[src/rtl/mem_arb_pkg.sv]
// Shared types and constants for the main-memory fill arbiter.
package mem_arb_pkg;

  typedef enum logic [1:0] {
    IDLE       = 2'd0,
    FILL_ISSUE = 2'd1,
    FILL_DRAIN = 2'd2,
    STORE      = 2'd3
  } state_t;

  typedef enum logic {
    REQ_I = 1'b0,
    REQ_D = 1'b1
  } req_id_t;

  localparam int BLOCK_OFS_BITS = 4;
  localparam int WORD_IDX_BITS  = 3;

endpackage

[src/rtl/rr_arb2.sv]
// Two-way round-robin picker: on a tie, the requester not granted last time wins.
module rr_arb2
  import mem_arb_pkg::*;
(
  input  logic       clk,
  input  logic       rst_n,
  input  logic       en,
  input  logic [1:0] req,
  output logic [1:0] gnt
);

  req_id_t last_grant;

  always_comb begin
    // NOTE: default assigned first so every path drives gnt and no latch is inferred.
    gnt = 2'b00;
    if (req == 2'b11) begin
      gnt = (last_grant == REQ_I) ? 2'b10 : 2'b01;
    end else begin
      gnt = req;
    end
  end

  always_ff @(posedge clk or negedge rst_n) begin
    // NOTE: non-blocking so every flop samples pre-edge values regardless of block order.
    if (!rst_n) begin
      last_grant <= REQ_I;
    end else if (en && (gnt != 2'b00)) begin
      last_grant <= gnt[1] ? REQ_D : REQ_I;
    end
  end

endmodule

[src/rtl/mem_fill_arbiter.sv]
// Shares the main-memory port between I-cache fills and D-cache fills/stores,
// issuing 8-word block fills as pipelined reads and routing returns back.
module mem_fill_arbiter
  import mem_arb_pkg::*;
#(
  parameter int AWIDTH          = 16,
  parameter int DWIDTH          = 16,
  parameter int WORDS_PER_BLOCK = 8,
  parameter int MEM_LAT         = 4
) (
  input  logic              clk,
  input  logic              rst_n,
  input  logic              ic_req,
  input  logic [AWIDTH-1:0] ic_addr,
  output logic              ic_grant,
  output logic              ic_fill_valid,
  output logic              ic_done,
  input  logic              dc_req,
  input  logic              dc_wr,
  input  logic [AWIDTH-1:0] dc_addr,
  input  logic [DWIDTH-1:0] dc_wdata,
  output logic              dc_grant,
  output logic              dc_fill_valid,
  output logic              dc_done,
  output logic [DWIDTH-1:0] fill_data,
  output logic [2:0]        fill_idx,
  output logic              mem_en,
  output logic              mem_wr,
  output logic [AWIDTH-1:0] mem_addr,
  output logic [DWIDTH-1:0] mem_wdata,
  input  logic [DWIDTH-1:0] mem_rdata,
  input  logic              mem_rvalid
);

  localparam int BASE_BITS = AWIDTH - BLOCK_OFS_BITS;
  localparam logic [WORD_IDX_BITS-1:0] LAST_IDX = WORD_IDX_BITS'(WORDS_PER_BLOCK - 1);

  state_t                   state;
  req_id_t                  owner;
  logic [BASE_BITS-1:0]     base;
  logic [WORD_IDX_BITS-1:0] issue_idx;
  logic [WORD_IDX_BITS-1:0] ret_cnt;
  logic [1:0]               arb_gnt;
  logic                     fill_active;
  logic                     ret_hit;
  logic                     ret_last;
  logic                     unused_bits;

  assign unused_bits = ^{ic_addr[BLOCK_OFS_BITS-1:0], dc_addr[0]};

  rr_arb2 u_arb (
    .clk   (clk),
    .rst_n (rst_n),
    .en    (state == IDLE),
    .req   ({dc_req, ic_req}),
    .gnt   (arb_gnt)
  );

  // Returns are only meaningful while a fill owns the port; strays elsewhere are dropped.
  assign fill_active = (state == FILL_ISSUE) || (state == FILL_DRAIN);
  assign ret_hit     = fill_active && mem_rvalid;
  assign ret_last    = ret_hit && (ret_cnt == LAST_IDX);

  assign ic_fill_valid = ret_hit && (owner == REQ_I);
  assign dc_fill_valid = ret_hit && (owner == REQ_D);
  assign ic_done       = ret_last && (owner == REQ_I);
  assign dc_done       = (ret_last && (owner == REQ_D)) || (state == STORE);
  assign fill_data     = ret_hit ? mem_rdata : '0;
  assign fill_idx      = ret_cnt;
  assign mem_wdata     = (state == STORE) ? dc_wdata : '0;

  always_ff @(posedge clk or negedge rst_n) begin
    if (!rst_n) begin
      state     <= IDLE;
      owner     <= REQ_I;
      base      <= '0;
      issue_idx <= '0;
      ret_cnt   <= '0;
      ic_grant  <= 1'b0;
      dc_grant  <= 1'b0;
      mem_en    <= 1'b0;
      mem_wr    <= 1'b0;
      mem_addr  <= '0;
    end else begin
      case (state)
        IDLE: begin
          if (arb_gnt[REQ_D]) begin
            owner    <= REQ_D;
            dc_grant <= 1'b1;
            mem_en   <= 1'b1;
            if (dc_wr) begin
              state    <= STORE;
              mem_wr   <= 1'b1;
              mem_addr <= {dc_addr[AWIDTH-1:1], 1'b0};
            end else begin
              state    <= FILL_ISSUE;
              base     <= dc_addr[AWIDTH-1:BLOCK_OFS_BITS];
              mem_addr <= {dc_addr[AWIDTH-1:BLOCK_OFS_BITS], {WORD_IDX_BITS{1'b0}}, 1'b0};
            end
          end else if (arb_gnt[REQ_I]) begin
            owner    <= REQ_I;
            ic_grant <= 1'b1;
            mem_en   <= 1'b1;
            state    <= FILL_ISSUE;
            base     <= ic_addr[AWIDTH-1:BLOCK_OFS_BITS];
            mem_addr <= {ic_addr[AWIDTH-1:BLOCK_OFS_BITS], {WORD_IDX_BITS{1'b0}}, 1'b0};
          end
        end

        FILL_ISSUE, FILL_DRAIN: begin
          if (ret_hit) begin
            ret_cnt <= ret_cnt + 1'b1;
          end
          if (ret_last) begin
            state     <= IDLE;
            ic_grant  <= 1'b0;
            dc_grant  <= 1'b0;
            mem_en    <= 1'b0;
            mem_addr  <= '0;
            issue_idx <= '0;
            ret_cnt   <= '0;
          end else if (state == FILL_ISSUE) begin
            if (issue_idx == LAST_IDX) begin
              state    <= FILL_DRAIN;
              mem_en   <= 1'b0;
              mem_addr <= '0;
            end else begin
              issue_idx <= issue_idx + 1'b1;
              mem_addr  <= {base, issue_idx + 1'b1, 1'b0};
            end
          end
        end

        STORE: begin
          state    <= IDLE;
          dc_grant <= 1'b0;
          mem_en   <= 1'b0;
          mem_wr   <= 1'b0;
          mem_addr <= '0;
        end

        default: state <= IDLE;
      endcase
    end
  end

  // The first return of a fill cannot beat the memory latency of word 0.
  a_no_early_return: assert property (@(posedge clk) disable iff (!rst_n)
    !((state == FILL_ISSUE) && (int'(issue_idx) < MEM_LAT) && mem_rvalid));

endmodule

[config.mk]
export PLATFORM = sky130hd
export DESIGN_NAME = mem_fill_arbiter
export DESIGN_NICKNAME = d
export VERILOG_FILES = /design/src/rtl/mem_arb_pkg.sv /design/src/rtl/rr_arb2.sv /design/src/rtl/mem_fill_arbiter.sv
export SDC_FILE = /design/constraint.sdc
export NUM_CORES = 1
export LEC_CHECK = 0
export ABC_AREA = 1
export BUFFER_PORTS_ARGS = -buffer_cell sky130_fd_sc_hd__buf_4
export CAP_MARGIN = 20
export CORE_UTILIZATION = 46
export DETAILED_ROUTE_END_ITERATION = 10
export PLACE_DENSITY = 0.81
export SLEW_MARGIN = 10
export SYNTH_ARGS = -nofsm -noshare
export SYNTH_HDL_FRONTEND = slang
export SYNTH_SLANG_ARGS = --single-unit
[constraint.sdc]
create_clock -name clk -period 1.95 [get_ports clk]
set_input_delay 0.0975 -clock clk [delete_from_list [all_inputs] [get_ports clk]]
set_output_delay 0.0975 -clock clk [all_outputs]
set_load 0.02 [all_outputs]
# Word level (Yosys, flattened, before mapping)
# Cells that the tools add are included.
[classes]
reduce_logical = 25
n_eq_ne = 16
bitwise_logic = 1
mux = 43
n_addsub = 2
[ops]
columns = ["cell", "n"]
rows = [
  ["$mux 16", 7],
  ["$pmux 16 s3", 1],
  ["$mux 12", 3],
  ["$mux 2", 8],
  ["$mux 3", 5],
  ["$ne 2x2->1 const B", 7],
  ["$mux 1", 13],
  ["$reduce_and 3->1", 4],
  ["$reduce_bool 2->1", 5],
  ["$ne 3x3->1 const B", 3],
  ["$reduce_and 2->1", 4],
  ["$logic_and 1x1->1", 7],
  ["$add 3x1->3 const B", 2],
  ["$eq 2x2->1 const B", 3],
  ["$eq 3x3->1 const B", 2],
  ["$pmux 1 s3", 2],
  ["$pmux 2 s3", 1],
  ["$mux 4", 1],
  ["$pmux 1 s2", 2],
  ["$reduce_and 4->1", 1],
  ["$eq 2x1->1 const B", 1],
  ["$logic_not 2->1", 1],
  ["$logic_or 1x1->1", 2],
  ["$reduce_or 2->1", 1],
  ["$not 1->1", 1],
]
[word_totals]
regBits = 42

# Logic depth before layout (Yosys ltp)
# Gate-level depths: netlist of the first run.
[logic_depth]
depth_word = 6
depth_mapped = 10
depth_no_buf = 9

# Cells and area by module
# A second synthesis of the first run with hierarchy kept.
[unflattened]
hier_cells = 382
area_unflattened_um2 = 2497.4
[modules_own_cells]
columns = ["mod", "n_inst", "cells_each", "area_each_um2", "seq_area_each_um2"]
rows = [
  ["mem_fill_arbiter", 1, 374, 2437.3, 975.9],
  ["rr_arb2", 1, 8, 60.1, 25.0],
]

# Worst setup path after synthesis of the first run
# No wires, ideal clock.
[synth_timing]
path_type = "register to output"
start = "register state[0]"
end = "output port dc_done"
t_arrival_ps = 1706
setup_slack_ps = 147
stages_incl_launch_ff = 7
path_buffers = 0
cell_sequence = "dfrtp_1 inv_1 ha_1 nand2_1 inv_1 nand2_1 o21ai_0"
[synth_between]
elab_chain_len = 6
word_cells_on_any_way = 8
[synth_lines]
columns = ["element", "line_no", "rtl"]
rows = [
  ["from (decl)", "mem_fill_arbiter.sv:38", "state_t state;"],
  ["from (signal assigned)", "mem_fill_arbiter.sv:74", "state <= IDLE;"],
  ["from (signal assigned)", "mem_fill_arbiter.sv:92", "state <= STORE;"],
  ["from (signal assigned)", "mem_fill_arbiter.sv:96", "state <= FILL_ISSUE;"],
  ["$eq 2x1->1 or $eq 2x2->1 (tied branches)", "mem_fill_arbiter.sv:60", "assign fill_active = (state == FILL_ISSUE) || (state == FILL_DRAIN);"],
  ["$logic_or 1x1->1", "mem_fill_arbiter.sv:60", ""],
  ["$logic_and 1x1->1", "mem_fill_arbiter.sv:61", "assign ret_hit = fill_active && mem_rvalid;"],
  ["$logic_and 1x1->1", "mem_fill_arbiter.sv:62", "assign ret_last = ret_hit && (ret_cnt == LAST_IDX);"],
  ["$logic_and 1x1->1", "mem_fill_arbiter.sv:67", "assign dc_done = (ret_last && (owner == REQ_D)) || (state == STORE);"],
  ["$logic_or 1x1->1 (*)", "mem_fill_arbiter.sv:67", ""],
  ["to (decl)", "mem_fill_arbiter.sv:24", "output logic dc_done,"],
]
# Mark *: on every way between the ends. The rest lies on a longest branch, timed or not.

# Worst setup path in the final report of the first run
[layout_timing]
start = "register ret_cnt[0] (netlist: fill_idx[0])"
end = "register mem_addr[2]"
[layout_between]
elab_chain_len = 4
word_cells_on_any_way = 6
[layout_lines]
columns = ["element", "line_no", "rtl"]
rows = [
  ["from (decl)", "mem_fill_arbiter.sv:42", "logic [WORD_IDX_BITS-1:0] ret_cnt;"],
  ["from (signal assigned)", "mem_fill_arbiter.sv:112", "ret_cnt <= ret_cnt + 1'b1;"],
  ["$eq 3x3->1 (*)", "mem_fill_arbiter.sv:62", ""],
  ["$logic_and 1x1->1 (*)", "mem_fill_arbiter.sv:62", ""],
  ["$mux 16 or $ne 3x3->1 (tied branches)", "--", ""],
  ["$pmux 16 s3 or $reduce_and 2->1 (tied branches)", "--", ""],
  ["to (signal assigned)", "mem_fill_arbiter.sv:94", "mem_addr <= {dc_addr[AWIDTH-1:1], 1'b0};"],
  ["to (signal assigned)", "mem_fill_arbiter.sv:98", "mem_addr <= {dc_addr[AWIDTH-1:BLOCK_OFS_BITS], {WORD_IDX_BITS{1'b0}}, 1'b0};"],
  ["to (signal assigned)", "mem_fill_arbiter.sv:129", "mem_addr <= {base, issue_idx + 1'b1, 1'b0};"],
  ["to (decl)", "mem_fill_arbiter.sv:29", "output logic [AWIDTH-1:0] mem_addr,"],
]
# Marks and branches as above.
# A chain may end at the register's enable or synchronous reset.

==> impl_results.md, run 1 <==
* Total length of routed wires at 6.93 mm
* Cell area reported after detailed placement at 3510 um^2
* Unrepaired setup endpoints after global routing: false
* Maximum capacitance violations at 0
* GRT Residual Overflow at 0
* Initial core utilization at 48.8%
* Class of the worst hold path: in -> reg
* Number of nets in the final layout at 573
* Total number of vias at 2790
* Time the worst path needs with I/O delays and setup at 1.78 ns
* Cell-by-cell listing of the critical path: ha_1, ha_1, a21oi_4, nand2_2, nand2_4, inv_4, nand2_1, nand2_1
* Critical-path cell with the highest stage delay: sky130_fd_sc_hd__dfrtp_1
* Cell family with most CP delay: adder cells
* Die W at 76.3 um
* Worst Tran Pin Value at 0.504 ns
* Hold violation count in the final report at 0
* Top Ports at 129
* Clk network pwr share at 9.9%
* Fraction of final layout cells with drive strength greater than 1 at 31.0%
* Dpl hpwl at 5.25 mm
* Vias per Instance at 4.92
* Number of enable-type register cells in the synthesized netlist at 0
* Top flip-flop cell by instance count after synthesis: sky130_fd_sc_hd__dfrtp_1
* Largest area contributor in the netlist: sky130_fd_sc_hd__dfrtp_1
* Cells after DPL at 558
* Switching pwr at 0.00267 W
* Gr usage total at 24.8%
* Setup-failing EPs final at 0
* Number of buffer cells added on primary ports at 122
* Number of global-route vias before repair at 2649
* Area of the die at 5820 um^2
* Clock insertion delay at the later pin of the skew report at 0.29 ns
* Crit Path Class: reg -> reg
* Fin crit share at 91.1%
* Post-synthesis register bit count at 39
* Number of H-tree levels at 2
* Number of antenna violations at the first check in global routing at 0
* Number of buffers on the longest clock path at 2
* Mapped Cells at 375
* Syn. warnings at 0
* Post-synth cell types at 25
* Remaining DRCs at 0
* Req. time, crit path at 2.14 ns
* Flop pwr share at 25.9%
* Switching Share at 49.2%
* Die outline height at 76.3 um
* Cell-internal power at 0.00276 W
* Antenna Cells at 0
* First-pass GRT wire length at 11.8 mm
* Clock tree from TritonCTS: yes
* Largest net degree at the start of global routing at 40
* Most common cell in the synthesized netlist: sky130_fd_sc_hd__nand2_1
* Final Non-Filler Cells at 567
* Area of all placed cells without fillers at 3630 um^2
* Pwr/cell area at 1500 nW/um^2
* CP arrival at 1.96 ns
* Post-synthesis area per instance at 6.77 um^2
* Relative slew slack at 66.4%
* Result of the run: finished, final reports clean
* Async SR Flop Fraction at 100%
* Leak Pwr at 2.25 nW
* Drt pass-1 iters at 4
* CTS Buf Count at 5
* Buf/Inv on CP at 1
* Worst Setup Start Kind: flop
* Synthesized net count at 452
* Commonest cells in the synthesized netlist: sky130_fd_sc_hd__nand2_1, sky130_fd_sc_hd__inv_1, sky130_fd_sc_hd__dfrtp_1, sky130_fd_sc_hd__nand3_1, sky130_fd_sc_hd__nand4_1
* Worst stage delay on the critical path at 0.41 ns
* Sinks on Clock Net at 39
* Core ar. at 5200 um^2
* Main area contributors after synthesis: sky130_fd_sc_hd__dfrtp_1, sky130_fd_sc_hd__nand2_1, sky130_fd_sc_hd__inv_1
* Worst-path fanout max at 16
* CP endpoint kind: flop
* Clock slew seen by the registers of the worst setup and hold paths at 0.08 ns
* Util after Layout at 69.7%
* Post-Syn Area at 2540 um^2
* Number of cell rows at 26
* Post-DRT Antenna Nets at 0
* Fin. max-slew vios at 0
* Fraction of post-synthesis cell area in the top cell type by area at 38.4%
* Post-Route Skew at 0.00505 ns
* Summed negative setup slack over all endpoints at 0 ns
* Wirelength per Cell at 12.2 um
* DRT iter0 DRCs at 130
* Share of the yosys chip area belonging to registers at 38.4%
* Combinational power share at 64.2%
* IR Drop Worst-Case VDD at 0.000779 V
* Area growth syn-to-layout at 42.8%
* Root cell of the clock tree: sky130_fd_sc_hd__clkbuf_8
* Routability cong. at 0.891
* Fmax achieved at 563 MHz
## sequential cells by signal, indices dropped and copies added, names as in the netlist
register / count
issue_idx: 3
state: 2
owner: 1
mem_wr: 1
ic_grant: 1
fill_idx: 3
dc_grant: 1
base: 12
mem_addr: 15
## power groups by stage
stage          sequential [W]  clock, W  combinational [W]
6_report              0.00141  0.000540            0.00348
4_1_cts               0.00141  0.000548            0.00345
2_1_floorplan         0.00161         0            0.00206
5_1_grt               0.00145  0.000589            0.00387
3_3_place_gp          0.00141         0            0.00333
3_5_place_dp          0.00141         0            0.00344
## through the flow
step                hold slack (ns)  power [W]  setup WS [ns]
floorplan                    -0.198    0.00368          0.147
global placement             0.0982    0.00474          0.201
detailed placement            0.101    0.00486          0.176
CTS                           0.141    0.00541         0.0230
global route                  0.167    0.00591         0.0350
finish                        0.142    0.00543          0.173
## worst reg2reg max path: stages, from the launching register on
cell                      delay [ns]
sky130_fd_sc_hd__dfrtp_1        0.41
sky130_fd_sc_hd__ha_1           0.21
sky130_fd_sc_hd__ha_1           0.24
sky130_fd_sc_hd__a21oi_4        0.27
sky130_fd_sc_hd__nand2_2        0.10
sky130_fd_sc_hd__nand2_4        0.19
sky130_fd_sc_hd__inv_4          0.12
sky130_fd_sc_hd__nand2_1        0.08
sky130_fd_sc_hd__nand2_1        0.05
## worst paths after layout
| path | from | to | slack (ns) | depth (start not counted) |
|---|---|---|---|---|
| max | fill_idx[0] | mem_addr[2] | 0.17 | 8 |
| max in group asynchronous | rst_n | ic_grant | 1.28 | 2 |
| min in group asynchronous | rst_n | mem_addr[13] | 0.32 | 2 |
| max reg2reg | fill_idx[0] | mem_addr[2] | 0.17 | 8 |
| min | dc_addr[3] | mem_addr[3] | 0.14 | 5 |
| min reg2reg | mem_addr[11] | mem_addr[11] | 0.48 | 2 |
## cells by family after synthesis
kind of cell,after synthesis,synth area share [%]
AND/OR/NAND/NOR,191,33.7
buffers and inverters,105,17.1
flip-flops,39,38.4
AO/OA/AOI/OAI,32,7.20
adder cells (fa/ha/maj),7,3.45
other,1,0.148
## what timing repair did
action | CTS | global route
endpoints found under the setup margin | 1 | 2
hold endpoints to repair | 39 | 0
resized for setup | 1 | 4
buffers inserted | 0 | 0
hold buffers | 1 | 0
## placed cells by master, fill, tap and decap left out
master                          count
sky130_fd_sc_hd__o21ai_1            5
sky130_fd_sc_hd__nand3_1           30
sky130_fd_sc_hd__dlygate4sd3_1      1
sky130_fd_sc_hd__ha_1               5
sky130_fd_sc_hd__nand2_1          103
sky130_fd_sc_hd__nand2_2            3
sky130_fd_sc_hd__clkinvlp_4         1
sky130_fd_sc_hd__nand4_1           29
sky130_fd_sc_hd__buf_4            133
sky130_fd_sc_hd__o31ai_2            1
sky130_fd_sc_hd__inv_1             81
sky130_fd_sc_hd__ha_2               1
sky130_fd_sc_hd__inv_4              1
sky130_fd_sc_hd__a21oi_1            6
sky130_fd_sc_hd__o21a_1             1
sky130_fd_sc_hd__clkbuf_1           1
sky130_fd_sc_hd__a21oi_4            1
sky130_fd_sc_hd__inv_2              3
sky130_fd_sc_hd__o22ai_1            1
sky130_fd_sc_hd__conb_1             1
sky130_fd_sc_hd__nor2_1            23
sky130_fd_sc_hd__nand2_4            2
sky130_fd_sc_hd__clkbuf_8           5
sky130_fd_sc_hd__nand4_2            1
sky130_fd_sc_hd__clkinv_2           1
sky130_fd_sc_hd__ha_4               1
sky130_fd_sc_hd__o21ai_0           17
sky130_fd_sc_hd__dfrtp_1           39
## area by class of cell
type	instances	area, um^2
repair buffers	134	1010
fillers	459	1580
inverters	85	322
clock inverters	2	12.5
clock buffers	6	72.6
well taps	70	87.6
flip-flops and latches	39	976
multi-input cells	231	1150
## metal layers
metal	part of all wire, %	routed length, um	vias to the layer above	global-route usage [%]
met5	0	0	-	0
met4	1.3	93	0	5.58
met3	7.2	498	11	4.67
met2	51	3500	133	45.8
met1	41	2830	1252	29.7
li1	-	-	1394	-
(Power assumes the default switching activity.)
==> inputs of run 2 (changes only) <==
--- a/config.mk
+++ b/config.mk
@@ -8,6 +8,7 @@
 export ABC_AREA = 1
 export BUFFER_PORTS_ARGS = -buffer_cell sky130_fd_sc_hd__buf_4
 export CAP_MARGIN = 20
+export CORE_MARGIN = 3
 export CORE_UTILIZATION = 46
 export DETAILED_ROUTE_END_ITERATION = 10
 export PLACE_DENSITY = 0.81
==> impl_results.md, run 2 (synthesis results as in run 1) <==
* First-pass GRT wire length at 12.1 mm (was 11.8 mm)
* Fin crit share at 93.1% (was 91.1%)
* Maximum capacitance violations at 0 (unchanged)
* IR Drop Worst-Case VDD at 0.000944 V (was 0.000779 V)
* Initial core utilization at 48.5% (was 48.8%)
* Register containing the most flip-flops in the final layout: mem_addr (unchanged)
* Req. time, crit path at 1.85 ns (was 2.14 ns)
* Post-DRT Antenna Nets at 0 (unchanged)
* Clock tree from TritonCTS: yes (unchanged)
* Cells after DPL at 556 (was 558)
* Number of cell instances on the worst register-to-register path at 6 (was 8)
* Remaining DRCs at 0 (unchanged)
* Largest net degree at the start of global routing at 40 (unchanged)
* Post-Route Skew at 0.00807 ns (was 0.00505 ns)
* Max reg flops at 15 (unchanged)
* Vias per Instance at 4.92 (about the same)
* Worst Tran Pin Value at 0.549 ns (was 0.504 ns)
* Drt pass-1 iters at 4 (unchanged)
* Area of the die at 6450 um^2 (was 5820 um^2)
* R2R Path Start: state[1] (was fill_idx[0])
* Hold_sp: dc_wr (was dc_addr[3])
* Area growth syn-to-layout at 42.3% (was 42.8%)
* Total length of routed wires at 7.29 mm (was 6.93 mm)
* Util after Layout at 69.0% (was 69.7%)
* Unrepaired setup endpoints after global routing: false (unchanged)
* Largest registers: mem_addr: 15 flops, base: 12 flops (unchanged)
* Top Ports at 129 (unchanged)
* Result of the run: finished, final reports clean (unchanged)
* Summed negative setup slack over all endpoints at 0 ns (unchanged)
* Clock insertion delay at the later pin of the skew report at 0.30 ns (was 0.29 ns)
* Routability cong. at 0.831 (was 0.891)
* Hold violation count in the final report at 0 (unchanged)
* Leak Pwr at 2.25 nW (about the same)
* CP endpoint kind: primary output (was flop)
* GRT Residual Overflow at 0 (unchanged)
* Post-route total power at 0.00541 W (was 0.00543 W)
* Number of H-tree levels at 2 (unchanged)
* Hold path cells at 3 (was 5)
* Switching Share at 49.8% (was 49.2%)
* Number of buffer cells added on primary ports at 122 (unchanged)
* Cell-internal power at 0.00272 W (was 0.00276 W)
* Setup-failing EPs final at 0 (unchanged)
* Crit Path Class: reg -> out (was reg -> reg)
* Antenna Cells at 0 (unchanged)
* Clk network pwr share at 10.4% (was 9.9%)
* Sinks on Clock Net at 39 (unchanged)
* Number of buffers on the longest clock path at 2 (unchanged)
* Combinational power share at 63.5% (was 64.2%)
* Dpl hpwl at 5.58 mm (was 5.25 mm)
* Clock slew seen by the registers of the worst setup and hold paths at 0.08 ns (about the same)
* Number of global-route vias before repair at 2648 (was 2649)
* CP arrival at 1.72 ns (was 1.96 ns)
* Root cell of the clock tree: sky130_fd_sc_hd__clkbuf_8 (unchanged)
* Gr usage total at 24.0% (was 24.8%)
* Time the worst path needs with I/O delays and setup at 1.82 ns (was 1.78 ns)
* Most common cell after layout, fill and taps aside: sky130_fd_sc_hd__buf_4 (unchanged)
* Number of cell rows at 26 (unchanged)
* DP Worst Slack at 0.230 ns (was 0.176 ns)
* Fraction of final layout cells with drive strength greater than 1 at 30.6% (was 31.0%)
* Setup crit start: state[1] (was fill_idx[0])
* CTS Buf Count at 5 (unchanged)
* Core ar. at 5240 um^2 (was 5200 um^2)
* Flop pwr share at 26.0% (was 25.9%)
* Switching pwr at 0.00269 W (was 0.00267 W)
* Fin. max-slew vios at 0 (unchanged)
* Leading cell types in the layout, fill and taps excluded: sky130_fd_sc_hd__buf_4, sky130_fd_sc_hd__nand2_1, sky130_fd_sc_hd__inv_1 (unchanged)
* Pwr/cell area at 1500 nW/um^2 (about the same)
* Worst Setup Start Kind: flop (unchanged)
* Wirelength per Cell at 12.9 um (was 12.2 um)
* Relative slew slack at 63.4% (was 66.4%)
* Setup ws final at 0.135 ns (was 0.173 ns)
* Class of the worst hold path: in -> reg (unchanged)
* Fmax achieved at 551 MHz (was 563 MHz)
* Die W at 80.3 um (was 76.3 um)
* Total number of vias at 2783 (was 2790)
* Die outline height at 80.3 um (was 76.3 um)
* Worst-path fanout max at 7 (was 16)
* Number of antenna violations at the first check in global routing at 0 (unchanged)
* DRT iter0 DRCs at 197 (was 130)
* Final Non-Filler Cells at 566 (was 567)
* Number of nets in the final layout at 572 (was 573)
[run 2: cell count changes in the layout (fill, tap and decap cells not counted)]
cell / previous run / this run
sky130_fd_sc_hd__ha_4: 1 / 0
sky130_fd_sc_hd__ha_1: 5 / 7
sky130_fd_sc_hd__clkbuf_1: 1 / 0
sky130_fd_sc_hd__buf_4: 133 / 132
sky130_fd_sc_hd__clkinv_4: 0 / 2
sky130_fd_sc_hd__clkinv_2: 1 / 0
sky130_fd_sc_hd__ha_2: 1 / 0
[run 2: path summary, 6_finish.rpt]
path,to,slack (ns)
max,dc_done,0.13
min,mem_wr,0.15
max reg2reg,base[11],0.27
min reg2reg,mem_addr[1],0.49
max in group asynchronous,base[2],1.29
min in group asynchronous,mem_addr[10],0.30
[run 2: power by group through the flow]
stage | clock network, W | logic (W) | registers (W)
floorplan | 0 | 0.00206 | 0.00161
global placement | 0 | 0.00332 | 0.00141
detailed placement | 0 | 0.00341 | 0.00142
CTS | 0.000585 | 0.00345 | 0.00140
global route | 0.000617 | 0.00385 | 0.00145
finish | 0.000566 | 0.00344 | 0.00141
[run 2: area by class of cell]
class	count	area [um^2]
Timing Repair Buffer	133	1000
Tap cell	70	87.6
Sequential cell	39	976
Inverter	85	322
Fill cell	458	1630
Clock buffer	5	68.8
Clock inverter	3	25.0
Multi-Input combinational cell	231	1130
[run 2: per-layer routing]
metal | track usage (%) | vias up | share of wire, % | routed length (um)
met2 | 42.8 | 117 | 50 | 3660
met3 | 4.60 | 16 | 7.4 | 541
met5 | 0 | - | 0 | 0
met1 | 28.1 | 1251 | 40 | 2910
met4 | 9.29 | 0 | 2.6 | 189
li1 | - | 1399 | - | -
[run 2: critical path, stage by stage (launching register included)]
cell and delay (ns):
sky130_fd_sc_hd__dfrtp_1 0.37, sky130_fd_sc_hd__inv_1 0.07, sky130_fd_sc_hd__ha_1 0.35, sky130_fd_sc_hd__nand2_1 0.10, sky130_fd_sc_hd__inv_2 0.10, sky130_fd_sc_hd__nand2_2 0.11, sky130_fd_sc_hd__o21ai_1 0.15, sky130_fd_sc_hd__buf_4 0.16
[run 2: per-stage QoR]
step / cell area, um^2 / hold WS [ns]
finish: 3610 / 0.149
global placement: 3500 / 0.0987
detailed placement: 3500 / 0.0993
CTS: 3610 / 0.137
floorplan: 2540 / -0.198
global route: 3610 / 0.147
[run 2: what timing repair did]
action                                  4_1_cts  5_1_grt
gates resized for setup                       1        2
cloned                                        0        0
hold buffers                                  1        0
buffers inserted                              1        0
endpoints found under the hold margin        39        0
endpoints found under the setup margin        1        2
==> inputs of run 3 (changes only) <==
--- a/config.mk
+++ b/config.mk
@@ -9,10 +9,11 @@
 export BUFFER_PORTS_ARGS = -buffer_cell sky130_fd_sc_hd__buf_4
 export CAP_MARGIN = 20
 export CORE_MARGIN = 3
-export CORE_UTILIZATION = 46
+export CORE_UTILIZATION = 41
 export DETAILED_ROUTE_END_ITERATION = 10
-export PLACE_DENSITY = 0.81
+export PLACE_DENSITY = 0.76
 export SLEW_MARGIN = 10
 export SYNTH_ARGS = -nofsm -noshare
 export SYNTH_HDL_FRONTEND = slang
+export SYNTH_HIERARCHICAL = 1
 export SYNTH_SLANG_ARGS = --single-unit
==> constraint.sdc (replaced) <==
create_clock -name clk -period 1.5 [get_ports clk]
set_input_delay 0.075 -clock clk [delete_from_list [all_inputs] [get_ports clk]]
set_output_delay 0.075 -clock clk [all_outputs]
set_load 0.02 [all_outputs]
==> impl_results.md, run 3 <==
* Result of the run: finished with violations (was finished, final reports clean)
* Violations in the final reports: setup timing
* CTS Buf Count at 5 (unchanged)
* Area of the die at 7060 um^2 (was 6450 um^2)
* Post-Route Skew at 0.00780 ns (was 0.00807 ns)
* Post-synthesis area per instance at 6.54 um^2 (was 6.77 um^2)
* Post-Syn Area at 2500 um^2 (was 2540 um^2)
* Post-synthesis register bit count at 40 (was 39)
* Post-Route Hold Slack at 0.0247 ns (was 0.149 ns)
* DP Worst Slack at -0.0598 ns (was 0.230 ns)
* Clock slew seen by the registers of the worst setup and hold paths at 0.08 ns (about the same)
* Initial core utilization at 43.7% (was 48.5%)
* Area growth syn-to-layout at 61.9% (was 42.3%)
* Summed negative setup slack over all endpoints at -2.15 ns (was 0 ns)
* Crit Path Class: reg -> out (unchanged)
* Number of enable-type register cells in the synthesized netlist at 0 (unchanged)
* Time the worst path needs with I/O delays and setup at 1.61 ns
* Number of buffer cells added on primary ports at 122 (unchanged)
* Wirelength per Cell at 12.6 um (was 12.9 um)
* Leak Pwr at 2.37 nW (was 2.25 nW)
* Fin. max-slew vios at 0 (unchanged)
* Leading cell types in the layout, fill and taps excluded: sky130_fd_sc_hd__nand2_1, sky130_fd_sc_hd__buf_4, sky130_fd_sc_hd__inv_1 (was sky130_fd_sc_hd__buf_4, sky130_fd_sc_hd__nand2_1, sky130_fd_sc_hd__inv_1)
* Fin crit share at 107%
* Portion of netlist area occupied by mux cells at 0.451% (was 0%)
* Gr usage total at 19.9% (was 24.0%)
* Number of buffers on the longest clock path at 2 (unchanged)
* Total length of routed wires at 7.48 mm (was 7.29 mm)
* Number of H-tree levels at 2 (unchanged)
* IR Drop Worst-Case VDD at 0.00135 V (was 0.000944 V)
* Fraction of final layout cells with drive strength greater than 1 at 39.5% (was 30.6%)
* Register containing the most flip-flops in the final layout: mem_addr (unchanged)
* Fraction of post-synthesis cell area in the top cell type by area at 40.1% (was 38.4%)
* Relative slew slack at 64.9% (was 63.4%)
* Post-DRT Antenna Nets at 0 (unchanged)
* Fraction of the mapped netlist area in compound gates at 7.87% (was 7.20%)
* Commonest cells in the synthesized netlist: sky130_fd_sc_hd__nand2_1, sky130_fd_sc_hd__inv_1, sky130_fd_sc_hd__dfrtp_1, sky130_fd_sc_hd__nor2_1, sky130_fd_sc_hd__o21ai_0 (was sky130_fd_sc_hd__nand2_1, sky130_fd_sc_hd__inv_1, sky130_fd_sc_hd__dfrtp_1, sky130_fd_sc_hd__nand3_1, sky130_fd_sc_hd__nand4_1)
* Remaining DRCs at 0 (unchanged)
* Req. time, crit path at 1.42 ns (was 1.85 ns)
* Sinks on Clock Net at 40 (was 39)
* Hold violation count in the final report at 0 (unchanged)
* Critical-path cell with the highest stage delay: sky130_fd_sc_hd__dfrtp_1 (unchanged)
* Cell area reported after detailed placement at 3640 um^2 (was 3500 um^2)
* Antenna Cells at 0 (unchanged)
* Top Ports at 129 (unchanged)
* Area of all placed cells without fillers at 4040 um^2 (was 3610 um^2)
* Synthesized net count at 459 (was 452)
* Largest net degree at the start of global routing at 41 (was 40)
* CP endpoint kind: primary output (unchanged)
* Largest registers: mem_addr: 15 flops, base: 12 flops (unchanged)
* Setup-failing EPs final at 35 (was 0)
* Max reg flops at 15 (unchanged)
* Root cell of the clock tree: sky130_fd_sc_hd__clkbuf_8 (unchanged)
* Core ar. at 5710 um^2 (was 5240 um^2)
* Drt pass-1 iters at 5 (was 4)
* Worst stage delay on the critical path at 0.37 ns (about the same)
* GRT Residual Overflow at 0 (unchanged)
* Pwr/cell area at 1910 nW/um^2 (was 1500 nW/um^2)
* Fillcell total at 451 (was 458)
* Dpl hpwl at 5.31 mm (was 5.58 mm)
* Die W at 84.0 um (was 80.3 um)
* Clock insertion delay at the later pin of the skew report at 0.30 ns (about the same)
* DRT iter0 DRCs at 86 (was 197)
* Share of the yosys chip area belonging to registers at 40.1% (was 38.4%)
* Worst Tran Pin Value at 0.527 ns (was 0.549 ns)
* CP arrival at 1.53 ns (was 1.72 ns)
* Worst-path fanout max at 16 (was 7)
* Largest area contributor in the netlist: sky130_fd_sc_hd__dfrtp_1 (unchanged)
* Vias per Instance at 4.72 (was 4.92)
* Maximum capacitance violations at 0 (unchanged)
* Async SR Flop Fraction at 100% (unchanged)
* Cell family with most CP delay: flip-flops (unchanged)
* Cells after DPL at 577 (was 556)
* Share of synthesized cell area in full adder, half adder and majority cells at 3.51% (was 3.45%)
* Clock tree from TritonCTS: yes (unchanged)
* Number of antenna violations at the first check in global routing at 0 (unchanged)
* Main area contributors after synthesis: sky130_fd_sc_hd__dfrtp_1, sky130_fd_sc_hd__nand2_1, sky130_fd_sc_hd__inv_1 (unchanged)
* Post-synth cell types at 26 (was 25)
* Cell-by-cell listing of the critical path: inv_2, ha_4, nand2_4, buf_12, nor2_2, buf_4 (was inv_1, ha_1, nand2_1, inv_2, nand2_2, o21ai_1, buf_4)
* Number of global-route vias before repair at 2684 (was 2648)
* Final Non-Filler Cells at 594 (was 566)
* Fmax achieved at 622 MHz
* Buf/Inv on CP at 3 (unchanged)
* Syn. warnings at 6 (was 0)
* Main combinational cell family by area after synthesis: simple AND/OR/NAND/NOR gates (unchanged)
* Die outline height at 84.0 um (was 80.3 um)
* Post-synthesis xor/xnor area fraction at 0% (unchanged)
* Unrepaired setup endpoints after global routing: true (was false)
* Post-synthesis simple-gate area fraction at 35.1% (was 33.7%)
* Number of nets in the final layout at 598 (was 572)
* Setup ws final at -0.108 ns (was 0.135 ns)
* Routability cong. at 0.807 (was 0.831)
* Top flip-flop cell by instance count after synthesis: sky130_fd_sc_hd__dfrtp_1 (unchanged)
* Most common cell in the synthesized netlist: sky130_fd_sc_hd__nand2_1 (unchanged)
* Worst Setup Start Kind: flop (unchanged)
* Mapped Cells at 382 (was 375)
* First-pass GRT wire length at 11.8 mm (was 12.1 mm)
* Number of cell rows at 27 (was 26)
* Class of the worst hold path: in -> reg (unchanged)
* Total number of vias at 2804 (was 2783)
* Most common cell after layout, fill and taps aside: sky130_fd_sc_hd__nand2_1 (was sky130_fd_sc_hd__buf_4)
## run 3: power by group
part           switching, W  internal (W)  total [W]
clock network      0.000387      0.000367   0.000754
registers          0.000270       0.00158    0.00185
logic               0.00291       0.00222    0.00513
## run 3: what timing repair did
action                     in CTS  in global routing
setup buffers                   5                  2
pin swaps                       5                  2
setup endpoints to repair      51                 56
gates cloned                    0                  1
hold endpoints to repair       40                  0
hold buffers                    1                  0
gates resized for setup        23                 48
## run 3: final cells by class
cell class,instances,area [um^2],share of cell area [%]
inverter,60,228,5.63
tap,72,90.1,2.23
clock inverter,2,10.0,0.248
clock buffer,6,82.6,2.04
timing repair buffer,150,1290,31.9
sequential,40,1000,24.9
multi-input combinational,264,1340,33.1
## run 3: worst paths after layout
path,startpoint,endpoint,slack [ns],cells after the start
min reg2reg,mem_addr[14],mem_addr[14],0.49,2
min in group asynchronous,rst_n,fill_idx[2],0.30,2
max in group asynchronous,rst_n,fill_idx[1],0.80,2
max,state[1],fill_data[1],-0.11,6
min,dc_req,u_arb/last_grant,0.02,3
max reg2reg,state[1],mem_addr[10],-0.06,9
## run 3: cells by family after synthesis
group	after synthesis
buffers and inverters	78
muxes	1
adders and majority gates	7
other	1
DFF	40
and+or+nand+nor	223
AOI/OAI and AO/OA	32
## run 3: per-layer routing
layer  wire length, um  vias to the layer above  GRT usage, %  part of all wire (%)
met3               523                       11          4.15                   7.0
met1              2850                     1280          23.9                    38
met5                 0                        -             0                     0
li1                  -                     1413             -                     -
met4               120                        0          4.39                   1.6
met2              3980                      100          36.4                    53
## run 3: metrics by stage
stage          utilization, %  total power [W]
3_5_place_dp             63.7          0.00630
2_1_floorplan               -          0.00468
3_3_place_gp             63.7          0.00621
5_1_grt                  70.8          0.00837
4_1_cts                  68.0          0.00743
6_report                 70.8          0.00773
## run 3: tightest hold or removal path, delay by kind of cell
kind,cells,cell delay [ns]
buf+inv,1,0.09
simple gates,2,0.13
